`src/rtl/hazard_ctrl.sv`:
```
// hazard_ctrl - pipeline interlock and flush sequencer for the seven-stage core
// (IF, ID, EX, MEM1, MEM2, MEM3, WB).
//
// Load data is first forwardable from MEM3, so a load in MEM1 feeding the EX
// instruction costs two stall cycles and a load in MEM2 costs one. During a
// stall the front end (PC, IF/ID, ID/EX) holds and a NOP enters EX/MEM1.
// EX-resolved redirects flush IF/ID and ID/EX. A busy data memory freezes the
// whole pipeline and suspends this block's own state.
//
// Optional feature macro: HAZARD_PERF_EN (performance counters).
//
// Ports:
//   clk, rst                  clock (rising edge), async active-high reset
//   EnRs1_ex, EnRs2_ex        EX instruction reads rs1 / rs2
//   Rs1Idx_ex, Rs2Idx_ex      EX source register indices
//   EnRegW_mem1, EnMemR_mem1  MEM1 writes a register / is a load
//   RdIdx_mem1                MEM1 destination index
//   EnRegW_mem2, EnMemR_mem2  MEM2 writes a register / is a load
//   RdIdx_mem2                MEM2 destination index
//   ex_redirect               EX requests a PC redirect
//   dmem_busy                 data memory not ready
//   stall_if/id/ex            hold PC, IF/ID, ID/EX
//   bubble_mem1               load NOP into EX/MEM1
//   flush_id, flush_ex        clear IF/ID, ID/EX
//   redirect_take             PC takes redirect target this edge
//   freeze_all                hold every pipeline register
//   lu_stall_cnt, flush_cnt   performance counters (0 without HAZARD_PERF_EN)
module hazard_ctrl #(
  parameter int RF_SIZE = 5,
  parameter int PERF_W  = 32
) (
  input  logic               clk,
  input  logic               rst,
  input  logic               EnRs1_ex,
  input  logic               EnRs2_ex,
  input  logic [RF_SIZE-1:0] Rs1Idx_ex,
  input  logic [RF_SIZE-1:0] Rs2Idx_ex,
  input  logic               EnRegW_mem1,
  input  logic               EnMemR_mem1,
  input  logic [RF_SIZE-1:0] RdIdx_mem1,
  input  logic               EnRegW_mem2,
  input  logic               EnMemR_mem2,
  input  logic [RF_SIZE-1:0] RdIdx_mem2,
  input  logic               ex_redirect,
  input  logic               dmem_busy,
  output logic               stall_if,
  output logic               stall_id,
  output logic               stall_ex,
  output logic               bubble_mem1,
  output logic               flush_id,
  output logic               flush_ex,
  output logic               redirect_take,
  output logic               freeze_all,
  output logic [PERF_W-1:0]  lu_stall_cnt,
  output logic [PERF_W-1:0]  flush_cnt
);

  typedef enum logic [0:0] {
    RUN     = 1'b0,
    LU_WAIT = 1'b1
  } state_t;

  state_t state;
  logic   rem;
  logic   hazard_m1;
  logic   hazard_m2;
  logic   lu_stall;
  logic   redirect;

  // A load in a MEM stage conflicts with EX when it writes a non-zero register
  // that EX actually reads.
  function automatic logic load_hazard(
    input logic               en_w,
    input logic               en_r,
    input logic [RF_SIZE-1:0] rd,
    input logic               en1,
    input logic [RF_SIZE-1:0] rs1,
    input logic               en2,
    input logic [RF_SIZE-1:0] rs2
  );
    return en_w & en_r & (rd != {RF_SIZE{1'b0}}) &
           ((en1 & (rd == rs1)) | (en2 & (rd == rs2)));
  endfunction

  // Hazard detection and priority resolution: busy > load-use stall > redirect.
  always_comb begin
    hazard_m1 = load_hazard(EnRegW_mem1, EnMemR_mem1, RdIdx_mem1,
                            EnRs1_ex, Rs1Idx_ex, EnRs2_ex, Rs2Idx_ex);
    hazard_m2 = load_hazard(EnRegW_mem2, EnMemR_mem2, RdIdx_mem2,
                            EnRs1_ex, Rs1Idx_ex, EnRs2_ex, Rs2Idx_ex);
    lu_stall  = 1'b0;
    redirect  = 1'b0;
    if (dmem_busy) begin
      lu_stall = 1'b0;
      redirect = 1'b0;
    end else begin
      // LU_WAIT stalls without looking at the inputs again.
      lu_stall = (state == LU_WAIT) | hazard_m1 | hazard_m2;
      redirect = ex_redirect & ~lu_stall;
    end
  end

  // Output decode; everything drops as soon as reset asserts.
  always_comb begin
    stall_if      = 1'b0;
    stall_id      = 1'b0;
    stall_ex      = 1'b0;
    bubble_mem1   = 1'b0;
    flush_id      = 1'b0;
    flush_ex      = 1'b0;
    redirect_take = 1'b0;
    freeze_all    = 1'b0;
    if (rst) begin
      freeze_all = 1'b0;
    end else begin
      stall_if      = lu_stall;
      stall_id      = lu_stall;
      stall_ex      = lu_stall;
      bubble_mem1   = lu_stall;
      flush_id      = redirect;
      flush_ex      = redirect;
      redirect_take = redirect;
      freeze_all    = dmem_busy;
    end
  end

  // Load-use sequencer; suspended entirely while data memory is busy.
  always_ff @(posedge clk or posedge rst) begin
    if (rst) begin
      state <= RUN;
      rem   <= 1'b0;
    end else if (!dmem_busy) begin
      case (state)
        RUN: begin
          // A MEM1 load also covers any simultaneous MEM2 load.
          if (hazard_m1) begin
            state <= LU_WAIT;
            rem   <= 1'b1;
          end else begin
            state <= RUN;
          end
        end
        LU_WAIT: begin
          if (rem) begin
            state <= RUN;
            rem   <= 1'b0;
          end else begin
            // rem should never be 0 here; reload so the wait still ends.
            rem <= 1'b1;
          end
        end
        default: begin
          state <= RUN;
          rem   <= 1'b0;
        end
      endcase
    end
  end

`ifdef HAZARD_PERF_EN
  logic [PERF_W-1:0] lu_cnt;
  logic [PERF_W-1:0] fl_cnt;

  // Performance counters; lu_stall and redirect are already zero while frozen.
  always_ff @(posedge clk or posedge rst) begin
    if (rst) begin
      lu_cnt <= {PERF_W{1'b0}};
      fl_cnt <= {PERF_W{1'b0}};
    end else begin
      if (lu_stall) begin
        lu_cnt <= lu_cnt + {{(PERF_W-1){1'b0}}, 1'b1};
      end
      if (redirect) begin
        fl_cnt <= fl_cnt + {{(PERF_W-1){1'b0}}, 1'b1};
      end
    end
  end

  assign lu_stall_cnt = lu_cnt;
  assign flush_cnt    = fl_cnt;
`else
  assign lu_stall_cnt = {PERF_W{1'b0}};
  assign flush_cnt    = {PERF_W{1'b0}};
`endif

endmodule
```
`config.mk`:
```
export PLATFORM = sky130hd
export DESIGN_NAME = hazard_ctrl
export DESIGN_NICKNAME = d
export VERILOG_FILES = /design/src/rtl/hazard_ctrl.sv
export SDC_FILE = /design/constraint.sdc
export NUM_CORES = 1
export LEC_CHECK = 0
export ABC_AREA = 0
export CORE_UTILIZATION = 28
export DETAILED_ROUTE_END_ITERATION = 12
export HOLD_SLACK_MARGIN = 0.06
export PLACE_DENSITY = 0.82
export SYNTH_ARGS = -nofsm -noshare
export SYNTH_HDL_FRONTEND = slang
export SYNTH_SLANG_ARGS = --single-unit
```
`constraint.sdc`:
```
create_clock -name clk -period 2.25 [get_ports clk]
set_input_delay 0.45 -clock clk [delete_from_list [all_inputs] [get_ports clk]]
set_output_delay 0.45 -clock clk [all_outputs]
set_load 0.01 [all_outputs]
```
==> impl_metrics.json <==
{
  "run_status": "finished, final reports clean",
  "syn_area_um2": 913,
  "cp_slowest_cell": "or4_4",
  "start_util_pct": 29.7,
  "final_nets": 192,
  "design.core.area_um2": 3080,
  "ys_ff_latch": 2,
  "rr_endpoint": "rem$_DFFE_PP0P_",
  "die_h_um": 59.1,
  "ys_seq_area_share_pct": 5.48,
  "syn_to_final_growth_pct": 34.7,
  "setup_viol": 0,
  "max_stage_delay_ns": 0.55,
  "area.sequential_um2": 50.0,
  "crit_type": "primary input to primary output",
  "cap_violations": 0,
  "cts.path.max_buffers": 2,
  "hold_slack_ns": 0.533,
  "ys_warn_count": 0,
  "vdd.ir_drop.worst_v": 0.0000940,
  "dp_hpwl_um": 1520,
  "postRouteAntennaNets": 0,
  "fin_crit_sh_pct": 99.6,
  "dieArea_um2": 3490,
  "cts_sinks": 2,
  "rsz0062_at_grt": "yes",
  "power.density_nw_per_um2": 307,
  "postSynthCellCount": 118,
  "arrival_ns": 1.79,
  "routed_via_density": 3.50,
  "antenna_found_initial": 0,
  "grt_pass1_wl_um": 2460,
  "syn_avg_cell_area_um2": 7.74,
  "whs_endpoint": "state$_DFFE_PP0N_",
  "grt_pass1_vias": 579,
  "drt_wl_total_um": 1800,
  "worst_hold_startpoint": "state$_DFFE_PP0N_",
  "crit_chain": "buf_4 -> or4_4 -> o2111ai_4 -> a311oi_2 -> buf_4 -> buf_6",
  "start_kind": "primary input",
  "skew_ns": 0.00359,
  "rr_worst_depth": 3,
  "globalplace.congestion": 0.724,
  "tritoncts": "built",
  "dr_total_vias": 713,
  "grt_max_degree": 7,
  "crit_top_cell": "buf_4",
  "hold_viol_final": 0,
  "gr-total-overflow": 0,
  "worstPathRequired_ns": 1.80,
  "cp_max_fo": 3,
  "power_leakage_nw": 0.622,
  "portBuffers": 37,
  "slew_violations": 0,
  "mostFrequentLayoutCell": "conb_1",
  "period_needed_ns": 2.24,
  "ioPinCount": 102,
  "final_cell_mix": "64 x conb_1, 14 x buf_2, 12 x xnor2_2",
  "htreeDepth": 1,
  "clk_pin_slew_ns": 0.03,
  "clkLatencyLatePin_ns": 0.23,
  "die_width_um": 59.1,
  "fmax_ghz": 0.446,
  "drcViolationCount": 0,
  "min_path_cells": 1,
  "cp-end-kind": "primary output",
  "num_rows": 20,
  "drtIter0Drc": 4,
  "crit-reg2reg-launch": "state$_DFFE_PP0N_",
  "n_fill_cell": 327,
  "cts_hold_buffers": 0,
  "multi_input_area_um2": 717,
  "grtUsageTotal_pct": 9.39,
  "synth_cell_types": 21,
  "cts-root-buf": "clkbuf_4",
  "drt_first_pass_iters": 3,
  "drive_gt1_share_pct": 36.3,
  "p_total_w": 0.000378,
  "n_antenna_cell": 0,
  "wl_per_cell_um": 8.83,
  "hold_path_class": "flip-flop to flip-flop",
  "regToRegSetupSlack_ns": 1.38,
  "numCtsBuffers": 3
}
-- cells in the mapped netlist, drive strengths merged --
cell / instances / area [µm²]
o2111ai: 2 / 23.8
or4: 2 / 18.8
nor2b: 1 / 6.26
inv: 3 / 11.3
a221oi: 1 / 8.76
and3: 1 / 6.26
conb: 1 / 3.75
nor2: 1 / 3.75
nor4b: 1 / 8.76
o22ai: 2 / 12.5
o31ai: 1 / 7.51
xnor2: 20 / 175
dfrtp: 2 / 50.1
nand2: 4 / 15.0
o21ai: 1 / 5.00
a311oi: 1 / 8.76
buf: 69 / 518
nand4: 4 / 25.0
nor3: 1 / 5.00
-- kinds of logic (layout without fill, tap and decap cells) --
family	after synthesis	count (layout)	share of synthesized area [%]
flip-flops	2	2	5.48
buffers and inverters	72	51	57.9
XOR/XNOR	20	20	19.2
AND/OR/NAND/NOR	15	15	9.73
other	1	64	0.411
AO/OA/AOI/OAI	8	8	7.26
-- power by group --
part | internal, W | switching, W | leakage [nW]
sequential | 0.0000468 | 0.00000991 | 0.0273
combinational | 0.000112 | 0.000128 | 0.581
clock | 0.0000591 | 0.0000223 | 0.0138
total | 0.000218 | 0.000160 | 0.622
-- stage by stage --
step	setup WS [ns]	cells	area [µm²]	setup TNS (ns)	util (%)
3_5_place_dp	-0.902	199	1110	-5.84	36.0
4_1_cts	-0.00255	204	1200	-0.00494	39.0
3_3_place_gp	-0.853	199	1110	-5.63	36.0
5_1_grt	-0.0821	204	1230	-0.163	40.0
6_report	0.00863	204	1230	0	40.0
2_1_floorplan	0.134	181	1160	0	-
-- worst max-delay path by stage --
stage	from	endpoint	slack, ns	depth (start not counted)
after global routing	Rs2Idx_ex[0]	stall_if	-0.08	9
after global placement	RdIdx_mem1[1]	bubble_mem1	-0.85	7
after floorplan	RdIdx_mem1[0]	stall_ex	0.13	6
after detailed placement	RdIdx_mem1[1]	stall_if	-0.90	7
final	RdIdx_mem1[1]	stall_if	0.009	6
after CTS	RdIdx_mem2[0]	stall_if	-0.003	8
-- per-layer routing --
layer  global-route usage, %  up-vias  wire, µm
li1                        -      340         -
met1                    10.4      313       675
met2                    17.9       60       955
met3                    1.75        0       171
met4                    3.06        0         0
met5                       0        -         0
-- sequential cells by signal, summed over array words and instances (netlist names) --
name,cells
state,1
rem,1
-- area by class of cell --
class | count | share of cell area [%]
Multi-Input combinational cell | 107 | 58.3
Tap cell | 44 | 4.48
Sequential cell | 2 | 4.07
Inverter | 3 | 0.916
Timing Repair Buffer | 45 | 30.4
Clock buffer | 3 | 1.83
-- worst max-delay path, delay by kind of cell --
family | cells | cell delay, ns
AND/OR/NAND/NOR | 1 | 0.55
buffers and inverters | 3 | 0.41
AO/OA/AOI/OAI | 2 | 0.38
-- timing repair --
action / 4_1_cts / 5_1_grt
pin swaps: 28 / 6
hold endpoints to repair: 0 / 0
gates resized for setup: 145 / 8
setup buffers: 3 / 0
setup endpoints to repair: 7 / 4
Power figures use the tool's default switching activity.
==> patch (same flow settings) <==
The parameter `RF_SIZE` goes from 5 to 6.
--- a/src/rtl/hazard_ctrl.sv
+++ b/src/rtl/hazard_ctrl.sv
@@ -26,7 +26,7 @@
 //   freeze_all                hold every pipeline register
 //   lu_stall_cnt, flush_cnt   performance counters (0 without HAZARD_PERF_EN)
 module hazard_ctrl #(
-  parameter int RF_SIZE = 5,
+  parameter int RF_SIZE = 6,
   parameter int PERF_W  = 32
 ) (
   input  logic               clk,
Interface: changed (resized RdIdx_mem1, RdIdx_mem2, Rs1Idx_ex and Rs2Idx_ex); port bits go from 102 to 106. No check against the original RTL was run, so the function may have changed too.
==> patch against the unedited design <==
The run now ends with negative setup slack left. Sequential cell count unchanged. Via count up 8.8%. Power down 9.9%. Die area up 4.1%. Critical path depth up 1. Wire length up 23%. Worst setup slack worse by 110 ps. First-iteration DRC count rose to 3.3 times the old value. Cell area up 1.5%. Sequential share of layout area down 0.061 points. Area after synthesis up 4.2%. Utilization about the same.
==> patch: results (changes against the unedited design) <==
Post-synth top cells=buf_4 (69), xnor2_1 (12), xor2_1 (12), nor4_1 (5), nand4_1 (4) (was buf_4 (69), xnor2_1 (20), nand2_1 (4), nand4_1 (4), inv_1 (3)); via count=776 (was 713); total power=0.0003404 W (was 0.0003780 W); Unique masters post-synth=22 (was 21); final setup vio count=7 (was 0); post-route non-filler standard cell count=212 (was 204); H-tree Lvls=1 (unchanged); port bufs=41 (was 37); Critical Path Fanout Max=3 (unchanged); Static Leak=0.6273 nW (was 0.6218 nW); Internal=0.0001955 W (was 0.0002182 W); Mapped Cells=123 (was 118); synth top area cells=buf_4 (54%), xnor2_1 (11%), xor2_1 (11%) (was buf_4 (57%), xnor2_1 (19%), dfrtp_1 (5.5%)); Global Route Usage Sum=11.34% (was 9.386%); number of synthesized flops with an enable pin=0 (unchanged); warnings from Yosys=0 (unchanged); CP max-delay cell=a311oi_2 (was or4_4); largest net degree at the start of global routing=6 (was 7); proportion of layout cells with a drive suffix above 1=30.95% (was 36.25%); Async SR Flop Fraction=100.0% (unchanged); Fin Clk Skew=1.097 ps (was 3.588 ps); Post CTS Setup Buffer Count=4 (was 3); global-route wire length before repair=2987 µm (was 2463 µm); Area after DPL=1157 µm² (was 1109 µm²); sequential element share of the synthesized area=5.256% (was 5.479%); Clock Path Buffers=2 (unchanged); Worst-path clk slew=30 ps (about the same); Post-Route WL=2224 µm (was 1802 µm); Arrival @ worst endpoint=1900 ps (was 1790 ps); final worst slack=-99.73 ps (was 8.631 ps); crit-path max cell delay=300 ps (was 550 ps); biggest regs=rem: 1 flops, state: 1 flops (unchanged); run status=finished, violations left (was finished, final reports clean); most common cell in the synthesized netlist=buf_4 (unchanged); diodes inserted=0 (unchanged); top routing layer used=met4 (was met3); # resized after CTS=124 (was 145); number of global-route vias before repair=659 (was 579); violated checks=negative setup slack; iteration count of the initial detailed-routing pass=4 (was 3); hold crit path type=flip-flop to flip-flop (unchanged); Post-DP HPWL=1797 µm (was 1521 µm); met1 WL=766 µm (was 675 µm); Synth Flop Type=dfrtp_1 (unchanged); Logic pwr share=63.0% (was 63.5%); Detail Route met3 WL=219 µm (was 171 µm); initial drt markers=13 (was 4); Post-CTS Hold Fix Bufs=0 (unchanged); Clock Latency Late Sink=220 ps; Final #Nets=204 (was 192); Placer Congestion=0.8357 (was 0.7238); post-route setup TNS=-371.9 ps (was 0 ps); peak supply drop=102.7 µV (was 93.95 µV); clock-net power=0.0000784 W (was 0.0000814 W); initial antenna violation count=0 (unchanged); worst slack, placed=-939.6 ps (was -902.2 ps); filler cell count in the final layout=339 (was 327); routed wl met2=1224 µm (was 955 µm)
## patch: cell count changes after synthesis, sizes merged
cell | before | now
xor2 | 0 | 12
xnor2 | 20 | 12
nor4 | 0 | 5
nand2 | 4 | 1
o22ai | 2 | 0
nor2 | 1 | 2
o2111ai | 2 | 1
o21ai | 1 | 2
o311a | 0 | 1
or4 | 2 | 1
## patch: layer usage
layer / vias to the layer above / GRT usage [%]
met5: - / 0
met4: 0 / 4.983
met3: 2 / 2.597
met2: 57 / 21.51
met1: 352 / 11.70
li1: 365 / -
## patch: layout make-up
| cell class | count | area (µm²) | share of cell area [%] |
|---|---|---|---|
| clock buffer | 3 | 22.52 | 1.804 |
| timing repair buffer | 48 | 416.7 | 33.37 |
| sequential | 2 | 50.05 | 4.008 |
| multi-input combinational | 112 | 693.2 | 55.51 |
| tap | 44 | 55.05 | 4.409 |
| inverter | 3 | 11.26 | 0.9018 |
## patch: critical path: cells and delay by family
kind	cells	cell delay (ps)
buffers and inverters	3	550
and+or+nand+nor	1	260
xor gates and xnor gates	1	160
AOI/OAI and AO/OA	2	480
## patch: cell families after synthesis
| family | count (synthesis) | share of synthesized area (%) |
|---|---|---|
| other | 1 | 0.3938 |
| buffers and inverters | 72 | 55.59 |
| AND/OR/NAND/NOR | 17 | 10.64 |
| XOR/XNOR | 24 | 22.08 |
| flip-flops | 2 | 5.256 |
| AO/OA/AOI/OAI | 7 | 6.045 |
## patch: worst paths after layout
kind | slack, ps | cells past startpoint | to | start
worst min register to register | 540 | 1 | state | state
worst max-delay path | -100 | 7 | bubble_mem1 | Rs1Idx_ex[1]
worst max register to register | 1370 | 3 | rem | state
worst min-delay path | 540 | 1 | state | state
min in group asynchronous | 590 | 3 | state | rst
max in group asynchronous | 1550 | 3 | rem | rst
